`config.mk`:
```
export PLATFORM = sky130hd
export DESIGN_NAME = relu_maxpool2x2
export DESIGN_NICKNAME = d
export VERILOG_FILES = /design/src/rtl/relu_maxpool2x2.sv
export SDC_FILE = /design/constraint.sdc
export NUM_CORES = 2
export LEC_CHECK = 0
export BUFFER_PORTS_ARGS = -buffer_cell sky130_fd_sc_hd__buf_2
export CAP_MARGIN = 0
export CORE_ASPECT_RATIO = 0.8
export CORE_MARGIN = 2
export CORE_UTILIZATION = 45
export CTS_BUF_LIST = sky130_fd_sc_hd__clkbuf_8
export CTS_CLUSTER_SIZE = 8
export DETAILED_ROUTE_END_ITERATION = 10
export GPL_ROUTABILITY_DRIVEN = 0
export SLEW_MARGIN = 20
export SYNTH_ARGS = -nofsm -noshare
export SYNTH_HDL_FRONTEND = slang
export SYNTH_SLANG_ARGS = --single-unit
```
`constraint.sdc`:
```
create_clock -name clk -period 6.55 [get_ports clk]
set_input_delay 0.9825 -clock clk [delete_from_list [all_inputs] [get_ports clk]]
set_output_delay 0.9825 -clock clk [all_outputs]
set_load 0.05 [all_outputs]
```
`src/rtl/relu_maxpool2x2.sv`:
```
// ReLU followed by 2x2/stride-2 max pooling over a row-major pixel stream.
// A half-width line buffer carries top-row pair maxima to the odd row.
module relu_maxpool2x2 #(
  parameter int unsigned DATA_W = 16,
  parameter int unsigned MAX_W  = 224,
  parameter int unsigned DIM_W  = 8
) (
  input  logic              clk,
  input  logic              rst_n,
  input  logic              start,
  input  logic [DIM_W-1:0]  cfg_width,
  input  logic [DIM_W-1:0]  cfg_height,
  input  logic              in_valid,
  input  logic [DATA_W-1:0] in_data,
  output logic              out_valid,
  output logic [DATA_W-1:0] out_data,
  output logic              out_last,
  output logic              busy,
  output logic              cfg_err
);

  localparam int unsigned LB_DEPTH = MAX_W / 2;
  localparam int unsigned IDX_W    = $clog2(LB_DEPTH);

  localparam logic [0:0] IDLE = 1'b0;
  localparam logic [0:0] RUN  = 1'b1;

  logic [0:0]       state, state_nxt;
  logic [DIM_W-1:0] w_q, w_nxt, h_q, h_nxt;
  logic [DIM_W-1:0] col, col_nxt, row, row_nxt;
  logic             err_nxt, pix_en;

  logic [DATA_W-1:0] hold;
  logic [DATA_W-1:0] linebuf [LB_DEPTH];

  logic              cfg_ok;
  logic              last_col, last_row;
  logic [IDX_W-1:0]  lb_idx;
  logic [DATA_W-1:0] relu, top_max, lb_rd, pool_max;

  assign cfg_ok = !cfg_width[0] && !cfg_height[0]
                && (cfg_width >= DIM_W'(2)) && (cfg_width <= DIM_W'(MAX_W))
                && (cfg_height >= DIM_W'(2));

  assign last_col = (col == w_q - DIM_W'(1));
  assign last_row = (row == h_q - DIM_W'(1));

  // Pixel is non-negative after ReLU, so all maxima compare unsigned
  assign relu     = in_data[DATA_W-1] ? '0 : in_data;
  assign top_max  = (hold > relu) ? hold : relu;
  assign lb_idx   = IDX_W'(col >> 1);
  assign lb_rd    = linebuf[lb_idx];
  assign pool_max = (top_max > lb_rd) ? top_max : lb_rd;

  // State register
  always_ff @(posedge clk or negedge rst_n) begin
    if (!rst_n) begin
      state <= IDLE;
      w_q   <= '0;
      h_q   <= '0;
      col   <= '0;
      row   <= '0;
    end else begin
      state <= state_nxt;
      w_q   <= w_nxt;
      h_q   <= h_nxt;
      col   <= col_nxt;
      row   <= row_nxt;
    end
  end

  // Next state: start (legal or not) overrides any pixel in the same cycle
  always_comb begin
    state_nxt = state;
    w_nxt     = w_q;
    h_nxt     = h_q;
    col_nxt   = col;
    row_nxt   = row;
    err_nxt   = 1'b0;
    pix_en    = 1'b0;
    case (state)
      IDLE: begin
        if (start) begin
          if (cfg_ok) begin
            state_nxt = RUN;
            w_nxt     = cfg_width;
            h_nxt     = cfg_height;
            col_nxt   = '0;
            row_nxt   = '0;
          end else begin
            err_nxt = 1'b1;
          end
        end
      end
      RUN: begin
        if (start) begin
          col_nxt = '0;
          row_nxt = '0;
          if (cfg_ok) begin
            w_nxt = cfg_width;
            h_nxt = cfg_height;
          end else begin
            state_nxt = IDLE;
            err_nxt   = 1'b1;
          end
        end else if (in_valid) begin
          pix_en = 1'b1;
          if (last_col) begin
            col_nxt = '0;
            if (last_row) begin
              row_nxt   = '0;
              state_nxt = IDLE;
            end else begin
              row_nxt = row + DIM_W'(1);
            end
          end else begin
            col_nxt = col + DIM_W'(1);
          end
        end
      end
      default: state_nxt = IDLE;
    endcase
  end

  // Output and pooling registers
  always_ff @(posedge clk or negedge rst_n) begin
    if (!rst_n) begin
      hold      <= '0;
      out_valid <= 1'b0;
      out_data  <= '0;
      out_last  <= 1'b0;
      busy      <= 1'b0;
      cfg_err   <= 1'b0;
    end else begin
      out_valid <= 1'b0;
      out_last  <= 1'b0;
      cfg_err   <= err_nxt;
      busy      <= (state_nxt == RUN);
      if (pix_en) begin
        if (!col[0]) begin
          hold <= relu;
        end else if (row[0]) begin
          out_valid <= 1'b1;
          out_data  <= pool_max;
          out_last  <= last_row && last_col;
        end
      end
    end
  end

  // Line buffer: no reset, every entry is written on the even row before use
  always_ff @(posedge clk) begin
    if (pix_en && col[0] && !row[0]) begin
      linebuf[lb_idx] <= top_max;
    end
  end

endmodule
```
Yosys cells after proc, flatten, opt, wreduce, memory -nomap -nowiden
Memories as Yosys holds them, arrays and structs flattened.
Index checks and enable logic that the tools add are counted.
{ "totals": {"reg_bits": 68, "ramBits": 1792, "input_bits": 36, "output_inout_bits": 20, "wordCells": 81, "mem_count": 1} }
{ "classes": {"addsub": 4, "order_cmp": 5, "eq_ne": 6, "mux": 38, "bitwise": 2, "reduce_logical": 15} }
{ "memory_table": {"columns": ["name", "depth", "word_bits", "read_ports", "rd_ports_with_merged_regs", "write_ports", "line", "rtl"], "rows": [
  ["linebuf", 112, 16, 1, 0, 1, "34", "logic [DATA_W-1:0] linebuf [LB_DEPTH];"]
]} }
{ "op_table": {"columns": ["op", "n"], "rows": [
  ["two-way mux 8 bit", 13],
  ["two-way mux 16 bit", 2],
  ["case mux 8 bit (2 select lines)", 2],
  ["two-way mux 1 bit", 19],
  ["adder 8 x 1 -> 8 bit (second input constant)", 2],
  ["equality test 8 bit", 2],
  [">= comparator 8 x 2 -> 1 bit (second input constant)", 2],
  ["> comparator 16 x 15 -> 1 bit", 1],
  ["> comparator 16 bit", 1],
  ["subtractor 8 x 1 -> 8 bit (second input constant)", 2],
  ["two-way mux 15 bit", 1],
  ["<= comparator 8 bit (second input constant)", 1],
  ["logical AND 1 bit", 7],
  ["AND reduction 3 bit", 2],
  ["inequality test 2 bit (second input constant)", 2],
  ["AND reduction 2 bit", 2],
  ["AND reduction 4 bit", 1],
  ["zero test 1 bit", 3],
  ["inequality test 3 x 2 -> 1 bit (second input constant)", 1],
  ["inequality test 3 bit (second input constant)", 1],
  ["NOT 1 bit", 2],
  ["case mux 1 bit (2 select lines)", 1]
]} }

Logic depth before layout (Yosys ltp)
{ "logic_depth": {"depth_word": 8, "mapped_depth": 21, "depth_no_buf": 17} }

Worst setup path before layout
Ideal clock, no wire load.
{ "synth_path": {"path_kind": "input to register", "startpoint": "input in_data[15]", "endpoint": "register out_data[12]", "setup_ns": 0.134, "arrival_time_ns": 6.070, "required_time_ns": 6.416, "path_slack_ns": 0.347, "path_stages": 19, "n_path_buf": 3, "path_cell_list": "clkbuf_1 nand2b_1 ha_1 a21oi_1 a2bb2oi_1 o211ai_1 a211oi_1 clkbuf_1 or3_1 and2_1 ha_1 a21o_1 a21oi_1 o221ai_1 a211oi_1 a21oi_1 clkbuf_1 a41oi_1 o21ai_0"} }
{ "synth_via": {"elab_chain_len": 5} }
{ "synth_rtl": {"columns": ["item", "line", "rtl"], "rows": [
  ["start, declared", "14", "input logic [DATA_W-1:0] in_data,"],
  ["two-way mux 15 bit (*)", "49", "assign relu = in_data[DATA_W-1] ? '0 : in_data;"],
  ["> comparator 16 x 15 -> 1 bit", "50", "assign top_max = (hold > relu) ? hold : relu;"],
  ["two-way mux 16 bit (*)", "50", null],
  ["via top_max[9]", "39", "logic [DATA_W-1:0] relu, top_max, lb_rd, pool_max;"],
  ["> comparator 16 bit (*)", "53", "assign pool_max = (top_max > lb_rd) ? top_max : lb_rd;"],
  ["two-way mux 16 bit (*)", "53", null],
  ["end signal, assigned", "144", "out_data <= pool_max;"],
  ["end, declared", "16", "output logic [DATA_W-1:0] out_data,"]
]} }
The timed path passes the listed nets; every way through them passes the cells marked *.
A chain may end at the register's enable or synchronous reset.

Worst setup path in the final report
{ "layout_path": {"startpoint": "register col[3]", "endpoint": "register out_data[1]"} }
{ "layout_via": {"elab_chain_len": 3} }
{ "layout_rtl": {"columns": ["item", "line", "rtl"], "rows": [
  ["start, declared", "30", "logic [DIM_W-1:0] col, col_nxt, row, row_nxt;"],
  ["start signal, assigned", "67", "col <= col_nxt;"],
  ["memory (112 x 16 bit) (*)", null, null],
  ["> comparator 16 bit", "53", null],
  ["two-way mux 16 bit (*)", "53", null]
]} }
Mark *: on every way between the ends. The rest lies on a longest branch, timed or not.

==> flow_metrics.env <==
export IMPL_cts_sinks=1746
export IMPL_num_vias=43300
export IMPL_num_rows=129
export IMPL_grt_setup_unrepaired="no"
export IMPL_dr_wl_met3_um=31620
export IMPL_r2r_setup_slack_ps=840
export IMPL_rr_endpoint="out_data[1]"
export IMPL_drv_slew=0
export IMPL_intPower_mw=18.58
export IMPL_worst_slew_pin_slew_ps=1213
export IMPL_grt_pass1_vias=40580
export IMPL_net_switching_power_mw=6.760
export IMPL_power_frac_seq=0.554
export IMPL_grt_overflow=0
export IMPL_area_growth_pct=12.36
export IMPL_wirelength_um=229300
export IMPL_synth_top_area_cell="edfxtp_1"
export IMPL_worstHoldPathType="primary input to asynchronous set/reset pin"
export IMPL_cp_end_kind="flip-flop"
export IMPL_clockBufferDepth=4
export IMPL_setup_viol=0
export IMPL_start_kind="flip-flop"
export IMPL_final_common_cell="edfxtp_1"
export IMPL_synth_ff_type="edfxtp_1"
export IMPL_slew_headroom=0.1916
export IMPL_seqCellArea_um2=52120
export IMPL_fill_cells=12740
export IMPL_die_y_um=356.8
export IMPL_die_w_um=445.0
export IMPL_grt_pass1_wl_um=319300
export IMPL_drv_cap=0
export IMPL_core_um2=154500
export IMPL_cts_setup_buffers=0
export IMPL_yosysTopAreaCellShare=0.7206
export IMPL_fin_util=0.5092
export IMPL_hold_worst_slack_ps=230.1
export IMPL_dieArea_um2=158800
export IMPL_rr_startpoint="col[3]"
export IMPL_wl_per_cell_um=34.57
export IMPL_drtIter0Drc=6851
export IMPL_required_ps=7410
export IMPL_final_period_utilization=0.8721
export IMPL_start_util=0.4532
export IMPL_crit_end="out_data[1]"
export IMPL_syn_inst=4092
export IMPL_ctsHoldBuffers=0
export IMPL_cts_tree="done"
export IMPL_synthTopCellsByArea="edfxtp_1 (72%), mux2_2 (4.0%), mux4_2 (2.5%)"
export IMPL_power_density_nw_per_um2=322.2
export IMPL_synth_edf_count=1680
export IMPL_layout_common_cells="edfxtp_1 (1,680), clkbuf_8 (297), buf_4 (268)"
export IMPL_syn_area_per_cell_um2=17.11
export IMPL_fin_crit_ps=5712
export IMPL_final_antenna_net_count=0
export IMPL_drive_gt1_frac=0.2287
export IMPL_dr_wl_met2_um=97000
export IMPL_syn_area_um2=70010
export IMPL_hpwl_um=136600
export IMPL_switching_share=0.2668
export IMPL_crit_start="col[3]"
export IMPL_async_flop_share=0.03780
export IMPL_cts_root_buf="clkbuf_8"
export IMPL_cts_made_buffers=288
export IMPL_fin_skew_ps=65.99
export IMPL_ys_seq_area_frac=0.7442
export IMPL_synth_seq_cells=1746
export IMPL_pwr_share_clk=0.330
export IMPL_peakVddDrop_v=0.0003601
export IMPL_drc=0
export IMPL_wirelength_met1_um=92750
export IMPL_port_buffers=54
export IMPL_routed_via_density=6.528
export IMPL_critPathKind="flip-flop to flip-flop"
export IMPL_yosysUniqueCellTypes=91
export IMPL_antenna_found_initial=9
export IMPL_io_pins=56
export IMPL_arrival_ps=6570
export IMPL_cp_max_fo=36
export IMPL_status="finished clean"
export IMPL_dr_pass1_iters=6
export IMPL_synth_net_count=4162
export IMPL_clkLatencyLatePin_ps=1000
export IMPL_htree_levels=5
export IMPL_combPwrFrac=0.116
export IMPL_rr_worst_depth=17
export IMPL_grt_max_degree=113
export IMPL_clock_fmax_mhz=175.1
export IMPL_fin_nets=4527
export IMPL_clk_pin_slew_worst_paths_ps=70
export IMPL_ys_warn_count=0
export IMPL_leakagePower_nw=25.40
export IMPL_top_layer="met5"
export IMPL_hold_violations=0
export IMPL_multiInputGateArea_um2=16410
export IMPL_grt_util_all_layers=0.2852
export IMPL_cts_resized=0
export IMPL_tns_ps=0
==> metrics by stage <==
step	cells	cell area (um2)	power [mW]	setup WS (ps)
after CTS	6629	78630	25.42	998.6
after detailed placement	6196	73970	17.19	1050
after global routing	6632	78650	26.06	743.7
after floorplan	4092	70010	15.72	346.6
after global placement	6196	73970	17.10	952.7
final	6633	78660	25.34	837.5
==> power by group through the flow <==
stage          logic [mW]  clock network [mW]  registers [mW]
6_report             2.94                8.36            14.0
5_1_grt              3.12                8.90            14.0
4_1_cts              2.92                8.45            14.0
3_5_place_dp         2.92                   0            14.3
3_3_place_gp         2.83                   0            14.3
2_1_floorplan        1.33                   0            14.4
==> registers in the layout (all words and copies together) (netlist names), 8 cells and up <==
name      cells
col           8
w_q           8
hold         15
out_data     15
linebuf    1680
h_q           8
row           8
==> critical path: stages, from the launching register on <==
cell,delay (ps)
dfrtp_4,880
buf_12,300
and3b_2,800
buf_4,330
nand2_1,70
o2111ai_1,150
nand4_1,270
a32oi_1,730
nor4_2,200
ha_1,250
a21o_1,150
a21oi_1,130
o221ai_1,160
a211oi_1,310
a21oi_1,130
buf_4,210
nor4b_1,330
o31ai_1,120
==> worst min path at each step <==
| stage | start | to | slack (ps) |
|---|---|---|---|
| 3_5_place_dp | out_data[6] | out_data[6] | 470 |
| 6_report | rst_n | hold[1] | 230 |
| 5_1_grt | cfg_height[1] | h_q[1] | 210 |
| 2_1_floorplan | hold[10] | hold[10] | 470 |
| 4_1_cts | cfg_width[1] | w_q[1] | 150 |
| 3_3_place_gp | out_data[6] | out_data[6] | 480 |
==> cells in the mapped netlist (11+ instances only) <==
library cell	count
o21ai_0	121
o22ai_1	27
nand2b_1	29
o2111ai_1	15
o21a_1	11
nor3_1	16
xnor2_1	12
a22o_1	17
mux2i_1	132
ha_1	34
nand2_1	179
o211ai_1	48
o221ai_1	26
nand4_1	24
a31oi_1	15
a221oi_1	167
edfxtp_1	1680
nor2_1	198
or3_1	11
nor2b_1	19
o31ai_1	12
o2bb2ai_1	45
dfrtp_1	66
clkbuf_1	85
buf_4	51
nor4_1	11
buf_2	99
buf_1	16
a21oi_1	111
inv_1	25
a21o_1	11
nand3_1	56
a22oi_1	138
mux2_2	247
buf_6	23
a211oi_1	18
mux4_2	79
a221o_1	59
and2_1	22
==> kinds of logic after synthesis <==
kind of cell    Yosys count  share of synthesized area
buf+inv                 302                    0.02316
fa+ha+maj                34                   0.006077
simple gates            606                    0.04052
compound gates          920                    0.09855
flops                  1746                     0.7442
xor+xnor                 19                   0.002377
other cells               1                 0.00005357
mux                     464                    0.08504
==> cell type report <==
| cell class | count | area share |
|---|---|---|
| Antenna cell | 3 | 0.00009544 |
| Clock buffer | 297 | 0.05197 |
| Clock inverter | 136 | 0.007270 |
| Inverter | 28 | 0.001559 |
| Multi-Input combinational cell | 2044 | 0.2087 |
| Sequential cell | 1746 | 0.6626 |
| Tap cell | 2030 | 0.03229 |
| Timing Repair Buffer | 349 | 0.03555 |
==> routing by layer <==
metal | up-vias | global-route usage
met1 | 22330 | 0.4198
met4 | 4 | 0.1022
li1 | 17360 | -
met5 | - | 0
met2 | 3109 | 0.4006
met3 | 492 | 0.08631
(Power assumes the default switching activity.)
